## src/rtl/gpio_pkg.sv

```systemverilog
// Shared types and constants for the GPIO interrupt controller.
// The debounce option is enabled by defining GPIO_IRQ_DEBOUNCE_EN.
package gpio_pkg;

  typedef enum logic [1:0] {
    EDGE_OFF  = 2'b00,
    EDGE_RISE = 2'b01,
    EDGE_FALL = 2'b10,
    EDGE_BOTH = 2'b11
  } edge_mode_e;

  typedef enum logic {
    IRQ_IDLE    = 1'b0,
    IRQ_PRESENT = 1'b1
  } irq_state_e;

  // Cycles after reset release during which edge detection is masked.
  localparam int WARMUP_CYCLES = 3;

`ifdef GPIO_IRQ_DEBOUNCE_EN
  localparam bit DBNC_EN = 1'b1;
`else
  localparam bit DBNC_EN = 1'b0;
`endif

endpackage

```

## src/rtl/gpio_in_filter.sv

```systemverilog
// Per-pin 2-flop synchroniser with an optional debounce filter.
// Debounce is built only when GPIO_IRQ_DEBOUNCE_EN is defined.
module gpio_in_filter
`ifdef GPIO_IRQ_DEBOUNCE_EN
  #(parameter int DBNC_CYCLES = 4)
`endif
  (
  input  logic clk,
  input  logic rst_n,
  input  logic pin_in,
  output logic level
);

  logic sync1_reg;
  logic sync2_reg;

  always_ff @(posedge clk or negedge rst_n) begin
    if (!rst_n) begin
      sync1_reg <= 1'b0;
      sync2_reg <= 1'b0;
    end else begin
      sync1_reg <= pin_in;
      sync2_reg <= sync1_reg;
    end
  end

`ifdef GPIO_IRQ_DEBOUNCE_EN
  localparam int CNT_W = (DBNC_CYCLES > 2) ? $clog2(DBNC_CYCLES) : 1;

  logic [CNT_W-1:0] cnt_reg;
  logic             filt_reg;

  // Counts consecutive samples that disagree with the filtered level; the
  // level flips on the DBNC_CYCLES-th such sample, any agreement restarts.
  always_ff @(posedge clk or negedge rst_n) begin
    if (!rst_n) begin
      cnt_reg  <= '0;
      filt_reg <= 1'b0;
    end else if (sync2_reg == filt_reg) begin
      cnt_reg <= '0;
    end else if (cnt_reg == CNT_W'(DBNC_CYCLES - 1)) begin
      cnt_reg  <= '0;
      filt_reg <= sync2_reg;
    end else begin
      cnt_reg <= cnt_reg + 1'b1;
    end
  end

  assign level = filt_reg;
`else
  assign level = sync2_reg;
`endif

endmodule

```

## src/rtl/gpio_irq_ctrl.sv

```systemverilog
// GPIO interrupt controller: edge detect, pending latch, lowest-index arbiter.
// Optional per-pin debounce via GPIO_IRQ_DEBOUNCE_EN.
module gpio_irq_ctrl
  import gpio_pkg::*;
#(
  parameter int N_PINS      = 8,
  parameter int DBNC_CYCLES = 4
) (
  input  logic                      clk,
  input  logic                      rst_n,
  input  logic [N_PINS-1:0]         gpio_in,
  input  logic [2*N_PINS-1:0]       cfg_mode,
  input  logic [N_PINS-1:0]         cfg_mask,
  output logic [N_PINS-1:0]         pending,
  output logic                      irq,
  output logic                      irq_valid,
  output logic [$clog2(N_PINS)-1:0] irq_id,
  input  logic                      irq_ready
);

  localparam int ID_W     = $clog2(N_PINS);
  // The debounce stage starts at 0 too, so pins high at reset need the
  // warm-up stretched by the filter delay to avoid a false rising edge.
  localparam int WARM_LEN = WARMUP_CYCLES + (DBNC_EN ? DBNC_CYCLES : 0);
  localparam int WARM_W   = $clog2(WARM_LEN + 1);

  logic [N_PINS-1:0] level;
  logic [N_PINS-1:0] prev_reg;
  logic [N_PINS-1:0] edge_hit;
  logic [N_PINS-1:0] pending_reg, pending_next;
  logic [N_PINS-1:0] clr_vec;
  logic [N_PINS-1:0] eligible;
  logic [WARM_W-1:0] warm_cnt_reg;
  logic              warm_done;
  logic              irq_reg;
  irq_state_e        state_reg, state_next;
  logic [ID_W-1:0]   irq_id_reg, irq_id_next;
  logic [ID_W-1:0]   lowest;

  genvar gi;
  generate
    for (gi = 0; gi < N_PINS; gi++) begin : g_pin
      edge_mode_e mode;
      logic       rise;
      logic       fall;

`ifdef GPIO_IRQ_DEBOUNCE_EN
      gpio_in_filter #(.DBNC_CYCLES(DBNC_CYCLES)) u_filter (
`else
      gpio_in_filter u_filter (
`endif
        .clk    (clk),
        .rst_n  (rst_n),
        .pin_in (gpio_in[gi]),
        .level  (level[gi])
      );

      assign mode = edge_mode_e'(cfg_mode[2*gi +: 2]);
      assign rise = level[gi] & ~prev_reg[gi];
      assign fall = ~level[gi] & prev_reg[gi];
      assign edge_hit[gi] = (rise & (mode == EDGE_RISE || mode == EDGE_BOTH)) |
                            (fall & (mode == EDGE_FALL || mode == EDGE_BOTH));
    end
  endgenerate

  assign warm_done = (warm_cnt_reg == WARM_W'(WARM_LEN));
  assign eligible  = pending_reg & cfg_mask;
  assign clr_vec   = (state_reg == IRQ_PRESENT && irq_ready)
                     ? (N_PINS'(1) << irq_id_reg) : '0;
  // A fresh edge in the clear cycle overrides the clear.
  assign pending_next = (pending_reg & ~clr_vec) | (warm_done ? edge_hit : '0);

  always_ff @(posedge clk or negedge rst_n) begin
    if (!rst_n) begin
      prev_reg     <= '0;
      pending_reg  <= '0;
      warm_cnt_reg <= '0;
      irq_reg      <= 1'b0;
    end else begin
      prev_reg    <= level;
      pending_reg <= pending_next;
      irq_reg     <= |eligible;
      if (!warm_done) warm_cnt_reg <= warm_cnt_reg + 1'b1;
    end
  end

  always_comb begin
    lowest = '0;
    for (int i = N_PINS - 1; i >= 0; i--) begin
      if (eligible[i]) lowest = ID_W'(i);
    end
  end

  always_ff @(posedge clk or negedge rst_n) begin
    if (!rst_n) begin
      state_reg  <= IRQ_IDLE;
      irq_id_reg <= '0;
    end else begin
      state_reg  <= state_next;
      irq_id_reg <= irq_id_next;
    end
  end

  always_comb begin
    state_next  = state_reg;
    irq_id_next = irq_id_reg;
    case (state_reg)
      IRQ_IDLE: begin
        if (|eligible) begin
          state_next  = IRQ_PRESENT;
          irq_id_next = lowest;
        end
      end
      IRQ_PRESENT: begin
        if (irq_ready) state_next = IRQ_IDLE;
      end
      default: state_next = IRQ_IDLE;
    endcase
  end

  assign pending   = pending_reg;
  assign irq       = irq_reg;
  assign irq_valid = (state_reg == IRQ_PRESENT);
  assign irq_id    = irq_id_reg;

endmodule
```

## config.mk

```make
export PLATFORM = sky130hd
export DESIGN_NAME = gpio_irq_ctrl
export DESIGN_NICKNAME = d
export VERILOG_FILES = /design/src/rtl/gpio_pkg.sv /design/src/rtl/gpio_in_filter.sv /design/src/rtl/gpio_irq_ctrl.sv
export SDC_FILE = /design/constraint.sdc
export NUM_CORES = 1
export LEC_CHECK = 0
export BUFFER_PORTS_ARGS = -buffer_cell sky130_fd_sc_hd__buf_2
export CORE_MARGIN = 4
export CORE_UTILIZATION = 28
export CTS_BUF_LIST = sky130_fd_sc_hd__clkbuf_4 sky130_fd_sc_hd__clkbuf_8
export DETAILED_ROUTE_END_ITERATION = 12
export GPL_ROUTABILITY_DRIVEN = 0
export PLACE_DENSITY_LB_ADDON = 0.05
export RECOVER_POWER = 50
export SLEW_MARGIN = 15
export SYNTH_ARGS = -nofsm -noshare
export SYNTH_HDL_FRONTEND = slang
export SYNTH_SLANG_ARGS = --single-unit
```

## constraint.sdc

```tcl
create_clock -name clk -period 2 [get_ports clk]
set_input_delay 0.6 -clock clk [delete_from_list [all_inputs] [get_ports clk]]
set_output_delay 0.6 -clock clk [all_outputs]
set_load 0.1 [all_outputs]
```

[Word-level counts from Yosys, hierarchy flattened]
Index checks and enable logic that the tools add are counted.
Storage, ports and cells
  register bits after elaboration: 39
  bits in latches: 0
  bits in writable memories: 0
  memory bits (read-only): 0
  input bits: 35
  output and inout bits: 13
  logic and storage cells: 142
  memories: 0
Cells by class
  $add $sub $neg: 1
  $mul: 0
  div/mod/pow operators: 0
  $lt $le $gt $ge: 0
  equality and inequality tests: 25
  shift operators: 1
  muxes and demuxes: 13
  bitwise gates (word level): 61
  reduce and logical (&&, ||, !) cells: 19
Operator list (count)
  $eq 2x2->1 const B: 17
  $and 1x1->1: 32
  $mux 3: 8
  $not 1->1: 17
  $and 8x8->8: 2
  $eq 2x1->1 const B: 8
  $logic_or 1x1->1: 16
  $mux 8: 2
  $not 8->8: 1
  $or 1x1->1: 8
  $or 8x8->8: 1
  $reduce_or 8->1: 1
  $shl 1x3->8 const A: 1
  $add 2x1->2 const B: 1
  $mux 1: 2
  $pmux 1 s2: 1
  $reduce_and 2->1: 1
  $logic_and 1x1->1: 1

[Longest topological paths before layout]
Gate-level depths: netlist of run 1.
  depth in word-level cells: 9
  mapped depth: 4
  gate-level depth less buffers: 4

[Cells and area by module]
Synthesis of run 1 repeated with hierarchy kept, for this count alone.
Second synthesis, totals
  cell total of the unflattened synthesis: 123
  area, all modules: 1457.6 um^2
Modules (own cells, without submodules)
  gpio_irq_ctrl: times used 1, cells each 107, area an instance 1057.3 um^2, seq. area each 575.6 um^2
  gpio_in_filter: times used 8, cells each 2, area an instance 50.0 um^2, seq. area each 50.0 um^2

[Worst setup path before layout of run 1]
Ideal clock, no wire load.
  kind: flip-flop to flip-flop
  from: register state_reg (netlist: irq_valid)
  to: register pending_reg[4] (netlist: pending[4])
  data arrival time: 1.642 ns
  required time: 1.874 ns
  setup slack: 0.233 ns
  cell stages (with the launch flop): 5
  cell sequence: dfrtp_1 -> buf_2 -> nand3_1 -> o31ai_1 -> nand2_1
Between the ends
  word-level cells in the longest chain between the ends: 5
RTL lines
  start: declaration: line gpio_irq_ctrl.sv:36  | irq_state_e state_reg, state_next;
  start signal: assignment: line gpio_irq_ctrl.sv:99  | state_reg <= state_next;
  $logic_and 1x1->1: line gpio_irq_ctrl.sv:68  | assign clr_vec = (state_reg == IRQ_PRESENT && irq_ready)
  $mux 8: line gpio_irq_ctrl.sv:69  | ? (N_PINS'(1) << irq_id_reg) : '0;
  $not 8->8: line gpio_irq_ctrl.sv:71  | assign pending_next = (pending_reg & ~clr_vec) | (warm_done ? edge_hit : '0);
  $and 8x8->8: line gpio_irq_ctrl.sv:71
  $or 8x8->8: line gpio_irq_ctrl.sv:71
  via pending_next[4]: line gpio_irq_ctrl.sv:30  | logic [N_PINS-1:0] pending_reg, pending_next;
  end signal: assignment: line gpio_irq_ctrl.sv:81  | pending_reg <= pending_next;
  end: declaration: line gpio_irq_ctrl.sv:30
The timed path passes the listed nets, and every way through them passes these cells.
A chain may end at the register's enable or synchronous reset.

[Worst setup path in the final report of run 1]
  from: register state_reg (netlist: irq_valid)
  to: output irq_valid
RTL lines
  end: declaration: line gpio_irq_ctrl.sv:16  | output logic irq_valid,
No word-level cell between the ends.

==> flow_metrics.env, run 1 <==
export IMPL_crit_type="reg -> out"
export IMPL_vias=1096
export IMPL_cts_sinks=39
export IMPL_critPathMaxFanout=10
export IMPL_final_setup_skew_ns=0.00167
export IMPL_tightest_slew_ns=0.947
export IMPL_dp_hpwl_um=2380
export IMPL_grt_max_degree=40
export IMPL_ant_nets=0
export IMPL_post_route_drc_count=0
export IMPL_h_tree_depth=2
export IMPL_cts_hold_buf=0
export IMPL_synthCells=123
export IMPL_post_cts_resized=0
export IMPL_yosysTopAreaCellShare_pct=67.0
export IMPL_cts_tree="done"
export IMPL_wl_um=3130
export IMPL_drt_iter0_drc=24
export IMPL_initial_core_util_pct=29.9
export IMPL_layout_commonest_cell="buf_2"
export IMPL_rr_endpoint="irq_id[0]"
export IMPL_slowest_stage="dfrtp_1"
export IMPL_cp_data_arrival_time_ns=1.27
export IMPL_row_count=25
export IMPL_fin_crit_ns=1.87
export IMPL_antenna_found_initial=0
export IMPL_fillers=521
export IMPL_status="finished, final reports clean"
export IMPL_place_inst=236
export IMPL_worstRegToRegCells=4
export IMPL_overflow=0
export IMPL_rsz0062_at_grt="no"
export IMPL_antennaDiodeCount=0
export IMPL_grt_pass1_wl_um=5180
export IMPL_end_kind="primary output"
export IMPL_area_growth_pct=27.6
export IMPL_postSynthAreaPerCell_um2=11.9
export IMPL_firstDrtPassIters=2
export IMPL_ys_top_cells_by_area="dfrtp_1 67%, nand2_1 7.2%, o21ai_0 4.8%, nand3b_1 4.6%, a22oi_2 3.4%"
export IMPL_fin_area_um2=1860
export IMPL_required_ns=1.40
export IMPL_rr_startpoint="pending[3]"
export IMPL_groute_usage_overall_pct=10.6
export IMPL_cts_buffers=5
export IMPL_ir_drop_uv=393
export IMPL_wire_per_inst_um=12.9
export IMPL_dieHeight_um=80.2
export IMPL_layout_nets=212
export IMPL_timing_critical_path_from="irq_valid"
export IMPL_synth_ff_type="dfrtp_1"
export IMPL_synth_largest_area_cell="dfrtp_1"
export IMPL_cts_root_buffer="clkbuf_8"
export IMPL_cp_num_cells=1
export IMPL_p_total_mw=2.21
export IMPL_dieArea_um2=6420
export IMPL_worstSetupStartpointType="register"
export IMPL_hold_depth=0
export IMPL_cp_cell_sequence="buf_2"
export IMPL_cp_slowest_stage_delay_ns=0.50
export IMPL_final_cell_mix="47 x buf_2, 39 x dfrtp_1, 28 x nand2_1"
export IMPL_layout_setup_ws_ns=0.130
export IMPL_hp_class="reg -> reg"
export IMPL_final_max_slew_violation_count=0
export IMPL_tns_ns=0
export IMPL_hold_viol_final=0
export IMPL_synth_area_um2=1460
export IMPL_placed_area_um2=1770
export IMPL_final_cell_count_no_fill=243
export IMPL_cellLeakagePower_nw=0.828
export IMPL_synth_nets=159
export IMPL_drv_cap=0
export IMPL_relSlewSlack_pct=36.9
export IMPL_critPathBufInv=1
export IMPL_clock_fmax_mhz=535
export IMPL_synth_edf_count=0
export IMPL_ys_ff_latch=39
export IMPL_die_w_um=80.2
export IMPL_clk_pin_slew_ns=0.07
export IMPL_ios=48
export IMPL_worst_path_dominant_cell_family="flip-flops"
export IMPL_reg2reg_slack_ns=0.73
export IMPL_clk_latency_ns=0.28
export IMPL_seq_area_um2=976
export IMPL_multi_input_area_um2=468
export IMPL_yosysWarnings=0
export IMPL_viasPerCell=4.51
export IMPL_synthArstFlopShare_pct=100
export IMPL_first_global_vias=1158
export IMPL_clk_path_buf_depth=2
export IMPL_post_place_ws_ns=0.426
export IMPL_drive_above_1_share_pct=34.7
export IMPL_seq_area_frac_synth_pct=67.0
export IMPL_setup_viol=0
export IMPL_postCtsSetupRepairBufs=0
export IMPL_p_per_area_nw_per_um2=1190
export IMPL_core_um2=4880
export IMPL_crit_path_end="irq_valid"
export IMPL_period_share_pct=93.5
export IMPL_yosysUniqueCellTypes=20
export IMPL_port_buffers=47
==> how the worst min path moves through the flow <==
stage / startpoint / endpoint / slack (ns)
2_1_floorplan: rst_n / g_pin[0].u_filter.level / 0.30
3_3_place_gp: g_pin[1].u_filter.sync1_reg / g_pin[1].u_filter.level / 0.33
3_5_place_dp: g_pin[7].u_filter.sync1_reg / g_pin[7].u_filter.level / 0.34
4_1_cts: g_pin[7].u_filter.sync1_reg / g_pin[7].u_filter.level / 0.35
5_1_grt: g_pin[7].u_filter.sync1_reg / g_pin[7].u_filter.level / 0.35
6_report: g_pin[7].u_filter.sync1_reg / g_pin[7].u_filter.level / 0.35
==> per-stage QoR <==
stage / hold slack, ns / util (%)
after floorplan: 0.304 / -
after global placement: 0.331 / 36.4
after detailed placement: 0.336 / 36.4
after CTS: 0.352 / 38.2
after global routing: 0.355 / 38.1
final: 0.350 / 38.1
==> metal layers <==
layer,wire [µm],track usage [%],vias up
met1,1330,11.9,526
met2,1520,17.5,33
met5,0,0,-
met3,232,4.48,6
li1,-,-,531
met4,44,4.39,0
==> area by class of cell <==
cell class | instances | share of cell area (%)
Sequential cell | 39 | 52.5
Tap cell | 67 | 4.51
Clock inverter | 1 | 0.269
Inverter | 1 | 0.202
Clock buffer | 6 | 4.44
Multi-Input combinational cell | 81 | 25.2
Timing Repair Buffer | 48 | 12.9
==> power by group <==
part           switching (mW)  internal, mW  leakage [nW]
logic                   0.579         0.141         0.352
clock network           0.250         0.270        0.0470
registers              0.0953         0.871         0.429
==> cell families after synthesis <==
family	share of synthesized area (%)
compound gates	14.2
xor+xnor	0.601
fa+ha+maj	0.858
buf+inv	0.944
flops	67.0
mux	0.772
simple gates	15.6
==> cell usage after synthesis, types with 2 or more instances <==
master,number
a21oi_1,6
a22oi_2,4
a32o_1,2
buf_2,2
dfrtp_1,39
nand2_1,28
nand2b_1,3
nand3b_1,9
nor2_1,5
o21ai_0,14
o31ai_1,2
No activity file was read; power rests on OpenSTA's default activity.
==> run 2, diff against run 1 <==
clock period = 1.7 ns   (was 2 ns; I/O delays follow)
==> flow_metrics.env, run 2 (same netlist as run 1, synthesis figures left out) <==
export IMPL_overflow=0
export IMPL_m1WireLength_um=1430
export IMPL_h_tree_depth=2
export IMPL_post_place_ws_ns=0.325
export IMPL_cp_num_cells=1
export IMPL_clock_fmax_mhz=609
export IMPL_timing_critical_path_from="pending[5]"
export IMPL_p_per_area_nw_per_um2=1370
export IMPL_power_switching_mw=1.11
export IMPL_setup_viol=0
export IMPL_critPathBufInv=1
export IMPL_clk_pin_slew_ns=0.08
export IMPL_p_total_mw=2.68
export IMPL_fillers=510
export IMPL_post_route_drc_count=0
export IMPL_rsz0062_at_grt="no"
export IMPL_end_kind="primary output"
export IMPL_drv_cap=0
export IMPL_antennaDiodeCount=0
export IMPL_rr_startpoint="pending[7]"
export IMPL_antenna_found_initial=0
export IMPL_layout_nets=214
export IMPL_ir_drop_uv=478
export IMPL_clk_path_buf_depth=2
export IMPL_cts_buffers=5
export IMPL_wl_um=3150
export IMPL_clockPowerShare_pct=21.9
export IMPL_cts_tree="done"
export IMPL_core_um2=4880
export IMPL_drt_iter0_drc=41
export IMPL_switching_share_pct=41.6
export IMPL_port_buffers=47
export IMPL_firstDrtPassIters=4
export IMPL_fin_area_um2=1950
export IMPL_hold_viol_final=0
export IMPL_grt_max_degree=21
export IMPL_dieArea_um2=6420
export IMPL_cts_sinks=39
export IMPL_seq_area_um2=980
export IMPL_wl_met3_um=259
export IMPL_cp_slowest_stage_delay_ns=0.45
export IMPL_slowest_stage="buf_2"
export IMPL_whs_ns=0.324
export IMPL_hold_depth=1
export IMPL_first_global_vias=1135
export IMPL_groute_usage_overall_pct=10.6
export IMPL_utilization_pct=40.0
export IMPL_cp_cell_sequence="buf_2"
export IMPL_pwr_share_seq_pct=43.2
export IMPL_final_setup_skew_ns=0.00925
export IMPL_tns_ns=0
export IMPL_required_ns=1.19
export IMPL_topRoutingLayerUsed="met4"
export IMPL_ios=48
export IMPL_worstSetupStartpointType="register"
export IMPL_vias=1108
export IMPL_place_inst=238
export IMPL_layout_setup_ws_ns=0.0572
export IMPL_period_share_pct=96.6
export IMPL_final_cell_mix="39 x buf_2, 36 x dfrtp_1, 28 x nand2_1"
export IMPL_critPathMaxFanout=4
export IMPL_die_w_um=80.2
export IMPL_wire_per_inst_um=12.8
export IMPL_multi_input_area_um2=468
export IMPL_initial_core_util_pct=29.9
export IMPL_cts_root_buffer="clkbuf_8"
export IMPL_reg2reg_slack_ns=0.45
export IMPL_dp_hpwl_um=2480
export IMPL_wl_met2_um=1390
export IMPL_cp_data_arrival_time_ns=1.13
export IMPL_p_int_mw=1.56
export IMPL_dieHeight_um=80.2
export IMPL_status="finished, final reports clean"
export IMPL_ant_nets=0
export IMPL_layout_commonest_cell="buf_2"
export IMPL_min_from="gpio_in[1]"
export IMPL_drive_above_1_share_pct=36.3
export IMPL_crit_type="reg -> out"
export IMPL_hp_class="in -> reg"
export IMPL_area_growth_pct=33.9
export IMPL_relSlewSlack_pct=30.7
export IMPL_tightest_slew_ns=1.04
export IMPL_clk_latency_ns=0.28
export IMPL_final_max_slew_violation_count=0
export IMPL_placed_area_um2=1870
export IMPL_fin_crit_ns=1.64
export IMPL_final_cell_count_no_fill=246
export IMPL_postCtsSetupRepairBufs=0
export IMPL_worstRegToRegCells=4
export IMPL_row_count=25
export IMPL_cellLeakagePower_nw=0.867
export IMPL_worst_path_dominant_cell_family="buffers and inverters"
export IMPL_viasPerCell=4.50
export IMPL_grt_pass1_wl_um=5210
export IMPL_combPwrFrac_pct=35.0
==> run 2: power groups by stage <==
stage / registers, mW / logic, mW / clock network [mW]
2_1_floorplan: 1.63 / 0.166 / 0
3_3_place_gp: 1.17 / 0.936 / 0
3_5_place_dp: 1.18 / 0.936 / 0
4_1_cts: 1.16 / 0.939 / 0.616
5_1_grt: 1.17 / 0.990 / 0.658
6_report: 1.16 / 0.936 / 0.587
==> run 2: worst paths after layout <==
| check | endpoint |
|---|---|
| hold / removal | g_pin[1].u_filter.sync1_reg |
| min in group asynchronous | pending[0] |
| max in group asynchronous | pending[6] |
| hold reg to reg | g_pin[4].u_filter.level |
| setup / recovery | pending[5] |
| setup reg to reg | irq_id[0] |
==> run 2: area by class of cell <==
class                   count  area share (%)
well taps                  67            4.29
clock inverters             3           0.769
repair buffers             50            17.1
multi-input cells          81            24.0
inverters                   1           0.192
flip-flops and latches     39            50.2
clock buffers               5            3.53
==> run 2: layer usage <==
layer	GRT usage [%]	up-vias
met4	4.56	0
met2	15.9	36
met1	13.5	525
li1	-	540
met5	0	-
met3	4.15	7
==> run 2: repair_timing <==
| item | CTS | global route |
|---|---|---|
| hold buffers | 0 | 0 |
| resized for setup | 0 | 3 |
| endpoints found under the setup margin | 0 | 3 |
==> run 3, diff against run 2 <==
CORE_ASPECT_RATIO = 1.75   (was unset)
CORE_UTILIZATION = 46   (was 28)
==> flow_metrics.env, run 3 (same netlist as run 1, synthesis figures left out) <==
export IMPL_drt_iter0_drc=14
export IMPL_p_per_area_nw_per_um2=1390
export IMPL_p_int_mw=1.53
export IMPL_cp_num_cells=1
export IMPL_final_setup_skew_ns=0.00518
export IMPL_postCtsSetupRepairBufs=0
export IMPL_initial_core_util_pct=48.7
export IMPL_cp_cell_sequence="buf_2"
export IMPL_cellLeakagePower_nw=0.841
export IMPL_hp_class="in -> reg"
export IMPL_fin_area_um2=1870
export IMPL_cts_sinks=39
export IMPL_rsz0062_at_grt="no"
export IMPL_p_total_mw=2.60
export IMPL_row_count=26
export IMPL_grt_max_degree=23
export IMPL_dieArea_um2=4170
export IMPL_clock_fmax_mhz=599
export IMPL_layout_nets=213
export IMPL_drive_above_1_share_pct=36.2
export IMPL_grt_pass1_wl_um=4810
export IMPL_worstRegToRegCells=2
export IMPL_combPwrFrac_pct=33.4
export IMPL_viasPerCell=5.13
export IMPL_h_tree_depth=2
export IMPL_area_growth_pct=28.0
export IMPL_hold_depth=1
export IMPL_end_kind="primary output"
export IMPL_drv_cap=0
export IMPL_firstDrtPassIters=4
export IMPL_pwr_share_seq_pct=43.6
export IMPL_layout_commonest_cell="buf_2"
export IMPL_antennaDiodeCount=0
export IMPL_hold_viol_final=0
export IMPL_wire_per_inst_um=13.4
export IMPL_clk_latency_ns=0.28
export IMPL_final_max_slew_violation_count=0
export IMPL_tns_ns=0
export IMPL_cp_data_arrival_time_ns=1.16
export IMPL_status="finished, final reports clean"
export IMPL_antenna_found_initial=0
export IMPL_die_w_um=50.6
export IMPL_setup_viol=0
export IMPL_ant_nets=0
export IMPL_critPathBufInv=1
export IMPL_first_global_vias=1126
export IMPL_fin_crit_ns=1.67
export IMPL_cp_slowest_stage_delay_ns=0.46
export IMPL_relSlewSlack_pct=21.9
export IMPL_place_inst=212
export IMPL_crit_type="reg -> out"
export IMPL_final_cell_count_no_fill=219
export IMPL_groute_usage_overall_pct=15.7
export IMPL_final_cell_mix="41 x buf_2, 36 x dfrtp_1, 28 x nand2_1"
export IMPL_period_share_pct=98.3
export IMPL_ir_drop_uv=790
export IMPL_vias=1123
export IMPL_worst_path_dominant_cell_family="buffers and inverters"
export IMPL_tightest_slew_ns=1.17
export IMPL_required_ns=1.19
export IMPL_slowest_stage="buf_2"
export IMPL_placed_area_um2=1770
export IMPL_critPathMaxFanout=4
export IMPL_cts_buffers=5
export IMPL_switching_share_pct=41.0
export IMPL_wl_um=2940
export IMPL_ios=48
export IMPL_clockPowerShare_pct=22.9
export IMPL_port_buffers=47
export IMPL_clk_path_buf_depth=2
export IMPL_dp_hpwl_um=2340
export IMPL_worstSetupStartpointType="register"
export IMPL_core_um2=2990
export IMPL_cts_tree="done"
export IMPL_post_route_drc_count=0
export IMPL_power_switching_mw=1.07
export IMPL_overflow=0
export IMPL_dieHeight_um=82.5
export IMPL_cts_root_buffer="clkbuf_8"
export IMPL_utilization_pct=62.3
export IMPL_clk_pin_slew_ns=0.07
[run 3: power groups by stage]
| stage | combinational (mW) | sequential [mW] | clock [mW] |
|---|---|---|---|
| floorplan | 0.166 | 1.63 | 0 |
| global route | 0.914 | 1.15 | 0.669 |
| detailed placement | 0.859 | 1.15 | 0 |
| finish | 0.869 | 1.14 | 0.596 |
| global placement | 0.852 | 1.15 | 0 |
| CTS | 0.869 | 1.13 | 0.625 |
[run 3: worst reg2reg max path: stages (launching register included)]
cell and delay (ns):
dfrtp_1 0.36, ha_1 0.40, mux2_2 0.38
[run 3: stage by stage]
stage / setup slack (ns) / hold WS, ns
global placement: 0.310 / 0.332
global route: 0.000790 / 0.315
finish: 0.0293 / 0.334
detailed placement: 0.280 / 0.335
CTS: 0.0160 / 0.193
floorplan: 0.0648 / 0.214
[run 3: per-layer routing]
layer	vias to the layer above	track usage (%)	wire length (µm)
met5	-	0	0
met4	0	7.28	68
met3	7	5.03	239
met2	52	28.7	1590
met1	528	15.9	1050
li1	536	-	-
[run 3: layout make-up]
| class | instances | area, µm² |
|---|---|---|
| fill | 284 | 1130 |
| sequential | 39 | 980 |
| tap | 42 | 52.6 |
| clock inverter | 1 | 5.00 |
| multi-input combinational | 81 | 468 |
| clock buffer | 6 | 82.6 |
| inverter | 1 | 3.75 |
| timing repair buffer | 49 | 274 |
[run 3: worst paths after layout]
| kind | end | startpoint | slack, ns |
|---|---|---|---|
| setup / recovery | pending[4] | pending[4] | 0.03 |
| hold / removal | g_pin[5].u_filter.sync1_reg | gpio_in[5] | 0.33 |
| setup reg to reg | warm_cnt_reg[1] | warm_cnt_reg[0] | 0.44 |
| hold reg to reg | g_pin[1].u_filter.level | g_pin[1].u_filter.sync1_reg | 0.35 |
| max in group asynchronous | g_pin[2].u_filter.level | rst_n | 0.46 |
| min in group asynchronous | pending[5] | rst_n | 0.44 |
[run 3: repair_timing]
item	CTS	global route
endpoints found under the setup margin	2	2
gates resized for setup	2	2
hold buffers	0	0
